<file path="src/rtl/fe_pkg.sv">
// Front-end shared types: RV32I mnemonics, opcodes and the program-writer encodings.
package fe_pkg;

    typedef logic [4:0]  RV32I_REGISTER_t;
    typedef logic [31:0] RV32I_IMM_t;

    typedef enum logic [5:0] {
        NULL,
        LUI, AUIPC, JAL, JALR,
        BEQ, BNE, BLT, BGE, BLTU, BGEU,
        LB, LH, LW, LBU, LHU,
        SB, SH, SW,
        ADDI, SLTI, SLTIU, XORI, ORI, ANDI,
        SLLI, SRLI, SRAI,
        ADD, SUB, SLL, SLT, SLTU, XOR, SRL, SRA, OR, AND,
        ECALL, EBREAK
    } RV32I_INSTRUCTION_MNEMONIC_t;

    typedef enum logic [6:0] {
        OPC_LUI    = 7'b0110111,
        OPC_AUIPC  = 7'b0010111,
        OPC_JAL    = 7'b1101111,
        OPC_JALR   = 7'b1100111,
        OPC_BRANCH = 7'b1100011,
        OPC_LOAD   = 7'b0000011,
        OPC_STORE  = 7'b0100011,
        OPC_IMM    = 7'b0010011,
        OPC_REG    = 7'b0110011,
        OPC_SYSTEM = 7'b1110011
    } RV32I_OPCODE_t;

    typedef enum logic [1:0] {IDLE, RUN, FULL} RV32I_WRITER_STATE_t;

    // Instruction layout classes used by the encoder.
    typedef enum logic [2:0] {
        FMT_R, FMT_I, FMT_SH, FMT_S, FMT_B, FMT_U, FMT_J, FMT_SYS
    } RV32I_FORMAT_t;

    // ALU funct3
    localparam logic [2:0] F3_ADD  = 3'd0;
    localparam logic [2:0] F3_SLL  = 3'd1;
    localparam logic [2:0] F3_SLT  = 3'd2;
    localparam logic [2:0] F3_SLTU = 3'd3;
    localparam logic [2:0] F3_XOR  = 3'd4;
    localparam logic [2:0] F3_SR   = 3'd5;
    localparam logic [2:0] F3_OR   = 3'd6;
    localparam logic [2:0] F3_AND  = 3'd7;
    // Branch funct3
    localparam logic [2:0] F3_BEQ  = 3'd0;
    localparam logic [2:0] F3_BNE  = 3'd1;
    localparam logic [2:0] F3_BLT  = 3'd4;
    localparam logic [2:0] F3_BGE  = 3'd5;
    localparam logic [2:0] F3_BLTU = 3'd6;
    localparam logic [2:0] F3_BGEU = 3'd7;
    // Load/store width funct3
    localparam logic [2:0] F3_B    = 3'd0;
    localparam logic [2:0] F3_H    = 3'd1;
    localparam logic [2:0] F3_W    = 3'd2;
    localparam logic [2:0] F3_BU   = 3'd4;
    localparam logic [2:0] F3_HU   = 3'd5;
    localparam logic [2:0] F3_JALR = 3'd0;

    localparam logic [6:0] F7_BASE = 7'h00;
    localparam logic [6:0] F7_ALT  = 7'h20;

    localparam logic [31:0] ECALL_WORD  = 32'h0000_0073;
    localparam logic [31:0] EBREAK_WORD = 32'h0010_0073;

endpackage

</file>
<file path="src/rtl/rv32i_program_writer_encoder.sv">
// Combinational RV32I encoder: symbolic fields in, 32-bit word and range-check flag out.
module rv32i_encoder
    import fe_pkg::*;
(
    input  RV32I_INSTRUCTION_MNEMONIC_t mnemonic,
    input  RV32I_REGISTER_t             rd,
    input  RV32I_REGISTER_t             rs1,
    input  RV32I_REGISTER_t             rs2,
    input  RV32I_IMM_t                  imm,
    output logic [31:0]                 word,
    output logic                        illegal
);

    RV32I_FORMAT_t fmt;
    RV32I_OPCODE_t opc;
    logic [2:0]    f3;
    logic [6:0]    f7;
    logic          bad_op;

    // Decode mnemonic into format, opcode and function fields.
    always_comb begin
        fmt    = FMT_R;
        opc    = OPC_REG;
        f3     = F3_ADD;
        f7     = F7_BASE;
        bad_op = 1'b0;
        case (mnemonic)
            LUI:    begin fmt = FMT_U; opc = OPC_LUI;   end
            AUIPC:  begin fmt = FMT_U; opc = OPC_AUIPC; end
            JAL:    begin fmt = FMT_J; opc = OPC_JAL;   end
            JALR:   begin fmt = FMT_I; opc = OPC_JALR; f3 = F3_JALR; end
            BEQ:    begin fmt = FMT_B; opc = OPC_BRANCH; f3 = F3_BEQ;  end
            BNE:    begin fmt = FMT_B; opc = OPC_BRANCH; f3 = F3_BNE;  end
            BLT:    begin fmt = FMT_B; opc = OPC_BRANCH; f3 = F3_BLT;  end
            BGE:    begin fmt = FMT_B; opc = OPC_BRANCH; f3 = F3_BGE;  end
            BLTU:   begin fmt = FMT_B; opc = OPC_BRANCH; f3 = F3_BLTU; end
            BGEU:   begin fmt = FMT_B; opc = OPC_BRANCH; f3 = F3_BGEU; end
            LB:     begin fmt = FMT_I; opc = OPC_LOAD; f3 = F3_B;  end
            LH:     begin fmt = FMT_I; opc = OPC_LOAD; f3 = F3_H;  end
            LW:     begin fmt = FMT_I; opc = OPC_LOAD; f3 = F3_W;  end
            LBU:    begin fmt = FMT_I; opc = OPC_LOAD; f3 = F3_BU; end
            LHU:    begin fmt = FMT_I; opc = OPC_LOAD; f3 = F3_HU; end
            SB:     begin fmt = FMT_S; opc = OPC_STORE; f3 = F3_B; end
            SH:     begin fmt = FMT_S; opc = OPC_STORE; f3 = F3_H; end
            SW:     begin fmt = FMT_S; opc = OPC_STORE; f3 = F3_W; end
            ADDI:   begin fmt = FMT_I; opc = OPC_IMM; f3 = F3_ADD;  end
            SLTI:   begin fmt = FMT_I; opc = OPC_IMM; f3 = F3_SLT;  end
            SLTIU:  begin fmt = FMT_I; opc = OPC_IMM; f3 = F3_SLTU; end
            XORI:   begin fmt = FMT_I; opc = OPC_IMM; f3 = F3_XOR;  end
            ORI:    begin fmt = FMT_I; opc = OPC_IMM; f3 = F3_OR;   end
            ANDI:   begin fmt = FMT_I; opc = OPC_IMM; f3 = F3_AND;  end
            SLLI:   begin fmt = FMT_SH; opc = OPC_IMM; f3 = F3_SLL; end
            SRLI:   begin fmt = FMT_SH; opc = OPC_IMM; f3 = F3_SR;  end
            SRAI:   begin fmt = FMT_SH; opc = OPC_IMM; f3 = F3_SR; f7 = F7_ALT; end
            ADD:    f3 = F3_ADD;
            SUB:    begin f3 = F3_ADD; f7 = F7_ALT; end
            SLL:    f3 = F3_SLL;
            SLT:    f3 = F3_SLT;
            SLTU:   f3 = F3_SLTU;
            XOR:    f3 = F3_XOR;
            SRL:    f3 = F3_SR;
            SRA:    begin f3 = F3_SR; f7 = F7_ALT; end
            OR:     f3 = F3_OR;
            AND:    f3 = F3_AND;
            ECALL:  begin fmt = FMT_SYS; opc = OPC_SYSTEM; end
            EBREAK: begin fmt = FMT_SYS; opc = OPC_SYSTEM; end
            default: bad_op = 1'b1;
        endcase
    end

    // Assemble the word for the selected format and flag out-of-range immediates.
    // A value fits an N-bit signed field when bits [31:N-1] are all equal.
    always_comb begin
        word    = 32'h0;
        illegal = bad_op;
        unique case (fmt)
            FMT_R: word = {f7, rs2, rs1, f3, rd, opc};
            FMT_I: begin
                word    = {imm[11:0], rs1, f3, rd, opc};
                illegal = bad_op || !(&imm[31:11] || ~|imm[31:11]);
            end
            FMT_SH: begin
                word    = {f7, imm[4:0], rs1, f3, rd, opc};
                illegal = bad_op || |imm[31:5];
            end
            FMT_S: begin
                word    = {imm[11:5], rs2, rs1, f3, imm[4:0], opc};
                illegal = bad_op || !(&imm[31:11] || ~|imm[31:11]);
            end
            FMT_B: begin
                word    = {imm[12], imm[10:5], rs2, rs1, f3, imm[4:1], imm[11], opc};
                illegal = bad_op || imm[0] || !(&imm[31:12] || ~|imm[31:12]);
            end
            FMT_U: begin
                word    = {imm[31:12], rd, opc};
                illegal = bad_op || |imm[11:0];
            end
            FMT_J: begin
                word    = {imm[20], imm[10:1], imm[11], imm[19:12], rd, opc};
                illegal = bad_op || imm[0] || !(&imm[31:20] || ~|imm[31:20]);
            end
            FMT_SYS: word = (mnemonic == EBREAK) ? EBREAK_WORD : ECALL_WORD;
            default: word = 32'h0;
        endcase
    end

endmodule

</file>
<file path="src/rtl/rv32i_program_writer.sv">
// Program loader: encodes accepted instructions and writes them to consecutive imem words.
module rv32i_program_writer
    import fe_pkg::*;
#(
    parameter int unsigned IMEM_ADDR_WIDTH = 10,
    parameter int unsigned BASE_ADDR       = 0
) (
    input  logic                        clk,
    input  logic                        rst_n,
    input  logic                        start,
    input  logic                        in_valid,
    output logic                        in_ready,
    input  RV32I_INSTRUCTION_MNEMONIC_t in_mnemonic,
    input  RV32I_REGISTER_t             in_rd,
    input  RV32I_REGISTER_t             in_rs1,
    input  RV32I_REGISTER_t             in_rs2,
    input  RV32I_IMM_t                  in_imm,
    output logic                        imem_we,
    input  logic                        imem_ready,
    output logic [IMEM_ADDR_WIDTH-1:0]  imem_addr,
    output logic [31:0]                 imem_wdata,
    output logic                        err_illegal,
    output logic                        full,
    output logic [IMEM_ADDR_WIDTH:0]    word_count
);

    localparam logic [IMEM_ADDR_WIDTH-1:0] BASE_PTR = IMEM_ADDR_WIDTH'(BASE_ADDR);
    localparam logic [IMEM_ADDR_WIDTH-1:0] LAST_PTR = {IMEM_ADDR_WIDTH{1'b1}};

    RV32I_WRITER_STATE_t        state;
    logic [IMEM_ADDR_WIDTH-1:0] ptr;
    logic [31:0]                enc_word;
    logic                       enc_illegal;
    logic                       accept;

    rv32i_encoder u_encoder (
        .mnemonic (in_mnemonic),
        .rd       (in_rd),
        .rs1      (in_rs1),
        .rs2      (in_rs2),
        .imm      (in_imm),
        .word     (enc_word),
        .illegal  (enc_illegal)
    );

    // Single output slot that can refill in the cycle it drains; start blocks intake.
    always_comb begin
        in_ready = (state == RUN) && !start && (!imem_we || imem_ready);
        accept   = in_valid && in_ready;
    end

    // FSM, write pointer, counter and registered write port.
    always_ff @(posedge clk or negedge rst_n) begin
        if (!rst_n) begin
            state       <= IDLE;
            ptr         <= BASE_PTR;
            imem_we     <= 1'b0;
            imem_addr   <= '0;
            imem_wdata  <= 32'h0;
            err_illegal <= 1'b0;
            full        <= 1'b0;
            word_count  <= '0;
        end else begin
            err_illegal <= accept && enc_illegal;
            if (imem_we && imem_ready) begin
                imem_we <= 1'b0;
            end
            if (accept && !enc_illegal) begin
                imem_we    <= 1'b1;
                imem_addr  <= ptr;
                imem_wdata <= enc_word;
                word_count <= word_count + 1'b1;
                // The pointer parks on the last address instead of wrapping.
                if (ptr == LAST_PTR) begin
                    state <= FULL;
                    full  <= 1'b1;
                end else begin
                    ptr <= ptr + 1'b1;
                end
            end
            // Never coincides with accept; a pending write keeps its latched address.
            if (start) begin
                state      <= RUN;
                full       <= 1'b0;
                ptr        <= BASE_PTR;
                word_count <= '0;
            end
        end
    end

endmodule

</file>
<file path="config.mk">
export PLATFORM = sky130hd
export DESIGN_NAME = rv32i_program_writer
export DESIGN_NICKNAME = d
export VERILOG_FILES = /design/src/rtl/fe_pkg.sv /design/src/rtl/rv32i_program_writer_encoder.sv /design/src/rtl/rv32i_program_writer.sv
export SDC_FILE = /design/constraint.sdc
export NUM_CORES = 1
export LEC_CHECK = 0
export BUFFER_PORTS_ARGS = -buffer_cell sky130_fd_sc_hd__buf_2
export CAP_MARGIN = 15
export CORE_ASPECT_RATIO = 0.6
export CORE_MARGIN = 4
export CORE_UTILIZATION = 48
export CTS_CLUSTER_SIZE = 24
export DETAILED_ROUTE_END_ITERATION = 16
export PLACE_DENSITY_LB_ADDON = 0.25
export SYNTH_ARGS = -nofsm -noshare
export SYNTH_HDL_FRONTEND = slang
export SYNTH_SLANG_ARGS = --single-unit
</file>
<file path="constraint.sdc">
create_clock -name clk -period 2.2 [get_ports clk]
set_input_delay 0.22 -clock clk [delete_from_list [all_inputs] [get_ports clk]]
set_output_delay 0.22 -clock clk [all_outputs]
set_load 0.03 [all_outputs]
</file>
==> impl_metrics.toml <==
[grt]
grt_remaining_overflow = 0
gr-usage-all-layers = 0.310
grt_pass1_vias = 4626
grt_max_degree = 40
grt_pass1_wl_mm = 25.0
antenna_found_initial = 0

[sta]
grt_setup_unrepaired = "true"
tightestPinTransition_ns = 0.865
tns_ns = -1.80
finalSetupViolations = 39
setup_ws_ns = -0.106
min_period_ns = 2.31
final_max_slew_viol_count = 0
post-route-period-util = 1.05
slew_headroom = 0.420
max_freq_mhz = 434
clock-skew-final_ns = 0.00945
hold_viol_final = 0

[route]
wl_met1_mm = 7.42
vias = 4886
route.detailed.drc = 0
postRouteAntennaNets = 0
route.met3.wl_mm = 1.75
drt_pre_antenna_iters = 5
wl_met2_mm = 7.16
wl_per_cell_um = 20.6
totalWireLength_mm = 16.5
drt_iter0_drc = 418
highest_layer = "met4"
drt-vias-per-instance = 6.08

[pwr]
p_leak_nw = 3.16
power_density_nw_per_um2 = 698
power_mw = 4.66
irDropWorstVdd_mv = 0.805

[yosys]
synthFlopType = "dfrtp_1"
yosysUniqueCellTypes = 64
async_flop_share = 1.00
syn_area_per_cell_um2 = 9.30
synth_edf_count = 0
synth_top_area_frac = 0.385
synth_area_leaders = "dfrtp_1 39%, mux2_2 9.2%, nand2_1 3.2%, a22o_1 3.1%, a21oi_1 3.0%"
synth_cells = 461
syn_area_um2 = 4290
synth_nets = 521
ys_ff_latch = 66
synth_area_leader_cell = "dfrtp_1"
seq_area_frac_synth = 0.385
yosysWarningCount = 0

[setup_path]
critPathKind = "input port to flop"
cp.depth = 10
r2r_cells = 9
startpoint_type = "input port"
crit_family = "simple AND/OR/NAND/NOR gates"
crit_arrival_ns = 2.52
crit_chain = "buf_6 -> or4_4 -> nor3_4 -> a31oi_2 -> a32o_2 -> o211a_4 -> nor3_4 -> buf_6 -> buf_12 -> mux2_2"
setup.worst_path.end_class = "flop"
cpPeakStageDelay_ns = 0.54
cpMaxStageDelayCell = "or4_4"
crit_fanout = 8
critPathRequiredTime_ns = 2.41
crit_buf_inv = 3

[place]
dp_hpwl_mm = 12.0
io_buffers = 114
place_congestion = 0.996
dpl_worst_slack_ns = -0.555

[clock_tree]
htree_levels = 3
clk_latency_ns = 0.33
cts_buffers = 9
clock-sinks = 66
cts_tree = "built"
clockBufferDepth = 2
root_buffer = "clkbuf_16"
path_clk_slew_ns = 0.06

[die]
ioPinCount = 115
start_util = 0.499
dieHeight_um = 81.2
coreArea_um2 = 8590
placementRows = 26
die_x_um = 130
fp.dieArea_um2 = 10600

[finish]
fillerInstances = 583
antennaDiodeCount = 0
layout-drive-gt1-share = 0.499
area_growth_pct = 55.8
fin_nets = 747

[run_status]
violations = "setup timing"
outcome = "complete, but fails checks"

[job]
max_cap_violations = 0

[min_path]
min_path_type = "input port to flop"
hold_depth = 3
==> final timing paths <==
| kind | start | slack (ns) | endpoint |
|---|---|---|---|
| worst min register to register | state[0] | 0.47 | state[0] |
| worst min-delay path | imem_ready | 0.15 | imem_we |
| worst max register to register | ptr[1] | 0.08 | ptr[2] |
| worst max-delay path | in_imm[8] | -0.11 | imem_wdata[31] |
| min in group asynchronous | rst_n | 0.45 | ptr[3] |
| max in group asynchronous | rst_n | 1.11 | imem_wdata[15] |
==> per-layer routing <==
layer	vias to the layer above	GRT usage
li1	2211	-
met1	2382	0.464
met2	267	0.456
met3	26	0.0703
met4	0	0.0705
met5	-	0
==> tightest hold or removal path, cell delays in order <==
cell,delay [ns]
buf_2,0.07
nand2b_1,0.10
nand2_1,0.05
==> flip-flops by register name, summed over array words and instances (netlist names) <==
register and cells:
ptr 10, imem_we 1, imem_addr 10, state 1, err_illegal 1, imem_wdata 31
word_count 11, full 1
==> placed cells by master, fill, tap and decap left out, types with 6 or more instances in the layout <==
master and instances:
buf_4 113, buf_2 111, dfrtp_1 66, nand2_1 37, nor2_1 32, mux2_4 24, a21oi_1 20, nand3_1 19
mux2_2 17, o21ai_0 17, a22o_1 15, nor2b_1 14, nand4_1 13, a31oi_1 13, buf_6 13, inv_1 11
clkbuf_16 9, nor4_4 8, o211ai_1 8, nand2b_1 8, a222oi_1 7, nor3_1 6, a21oi_2 6, a21o_1 6
buf_12 6
==> report_power, final <==
group,total [mW],internal (mW),switching [mW]
clock,1.62,1.11,0.520
sequential,1.49,1.38,0.105
combinational,1.55,0.633,0.917
total,4.66,3.12,1.54
==> kinds of logic (layout without fill, tap and decap cells) <==
group,after synthesis,after routing,share of synthesized area
AOI/OAI and AO/OA,126,126,0.212
xor gates and xnor gates,6,6,0.0123
adders and majority gates,3,3,0.00817
buffers and inverters,44,275,0.0479
DFF,66,66,0.385
muxes,42,42,0.110
and+or+nand+nor,174,174,0.224
==> synth_stat cells (3+ instances only) <==
cell type,n
a21o_1,6
a21oi_1,26
a222oi_1,7
a22o_1,15
a22oi_1,3
a31oi_1,16
and2_1,6
and3_1,5
buf_2,5
buf_4,5
clkbuf_1,18
dfrtp_1,66
inv_1,11
mux2_1,6
mux2_2,35
nand2_1,37
nand2b_1,8
nand3_1,19
nand4_1,13
nor2_1,33
nor2b_1,14
nor3_1,10
nor4_1,5
nor4_2,5
o211ai_1,8
o21ai_0,17
o22ai_1,3
o31ai_1,4
or3_1,3
or4_1,6
xnor2_1,4
==> what timing repair did <==
| action | in CTS | in global routing |
|---|---|---|
| pin swaps | 8 | 13 |
| buffers inserted | 11 | 3 |
| hold buffers | 1 | 0 |
| gates resized for setup | 49 | 28 |
| endpoints found under the hold margin | 27 | 0 |
| cloned | 2 | 0 |
| endpoints found under the setup margin | 35 | 59 |
==> area by class of cell <==
type | count | area (um^2) | area share
multi-input cells | 351 | 2770 | 0.415
repair buffers | 247 | 1740 | 0.260
flip-flops and latches | 66 | 1650 | 0.247
clock buffers | 11 | 233 | 0.0348
well taps | 112 | 140 | 0.0210
clock inverters | 5 | 103 | 0.0154
inverters | 12 | 45.0 | 0.00674
==> through the flow <==
| stage | hold slack (ns) | cells | utilization | instance area [um^2] |
|---|---|---|---|---|
| floorplan | -0.0756 | 461 | - | 4340 |
| global placement | 0.269 | 771 | 0.677 | 5810 |
| detailed placement | 0.275 | 771 | 0.677 | 5810 |
| CTS | 0.155 | 801 | 0.759 | 6520 |
| global route | 0.167 | 804 | 0.778 | 6680 |
| finish | 0.152 | 804 | 0.778 | 6680 |
(Power assumes the default switching activity.)
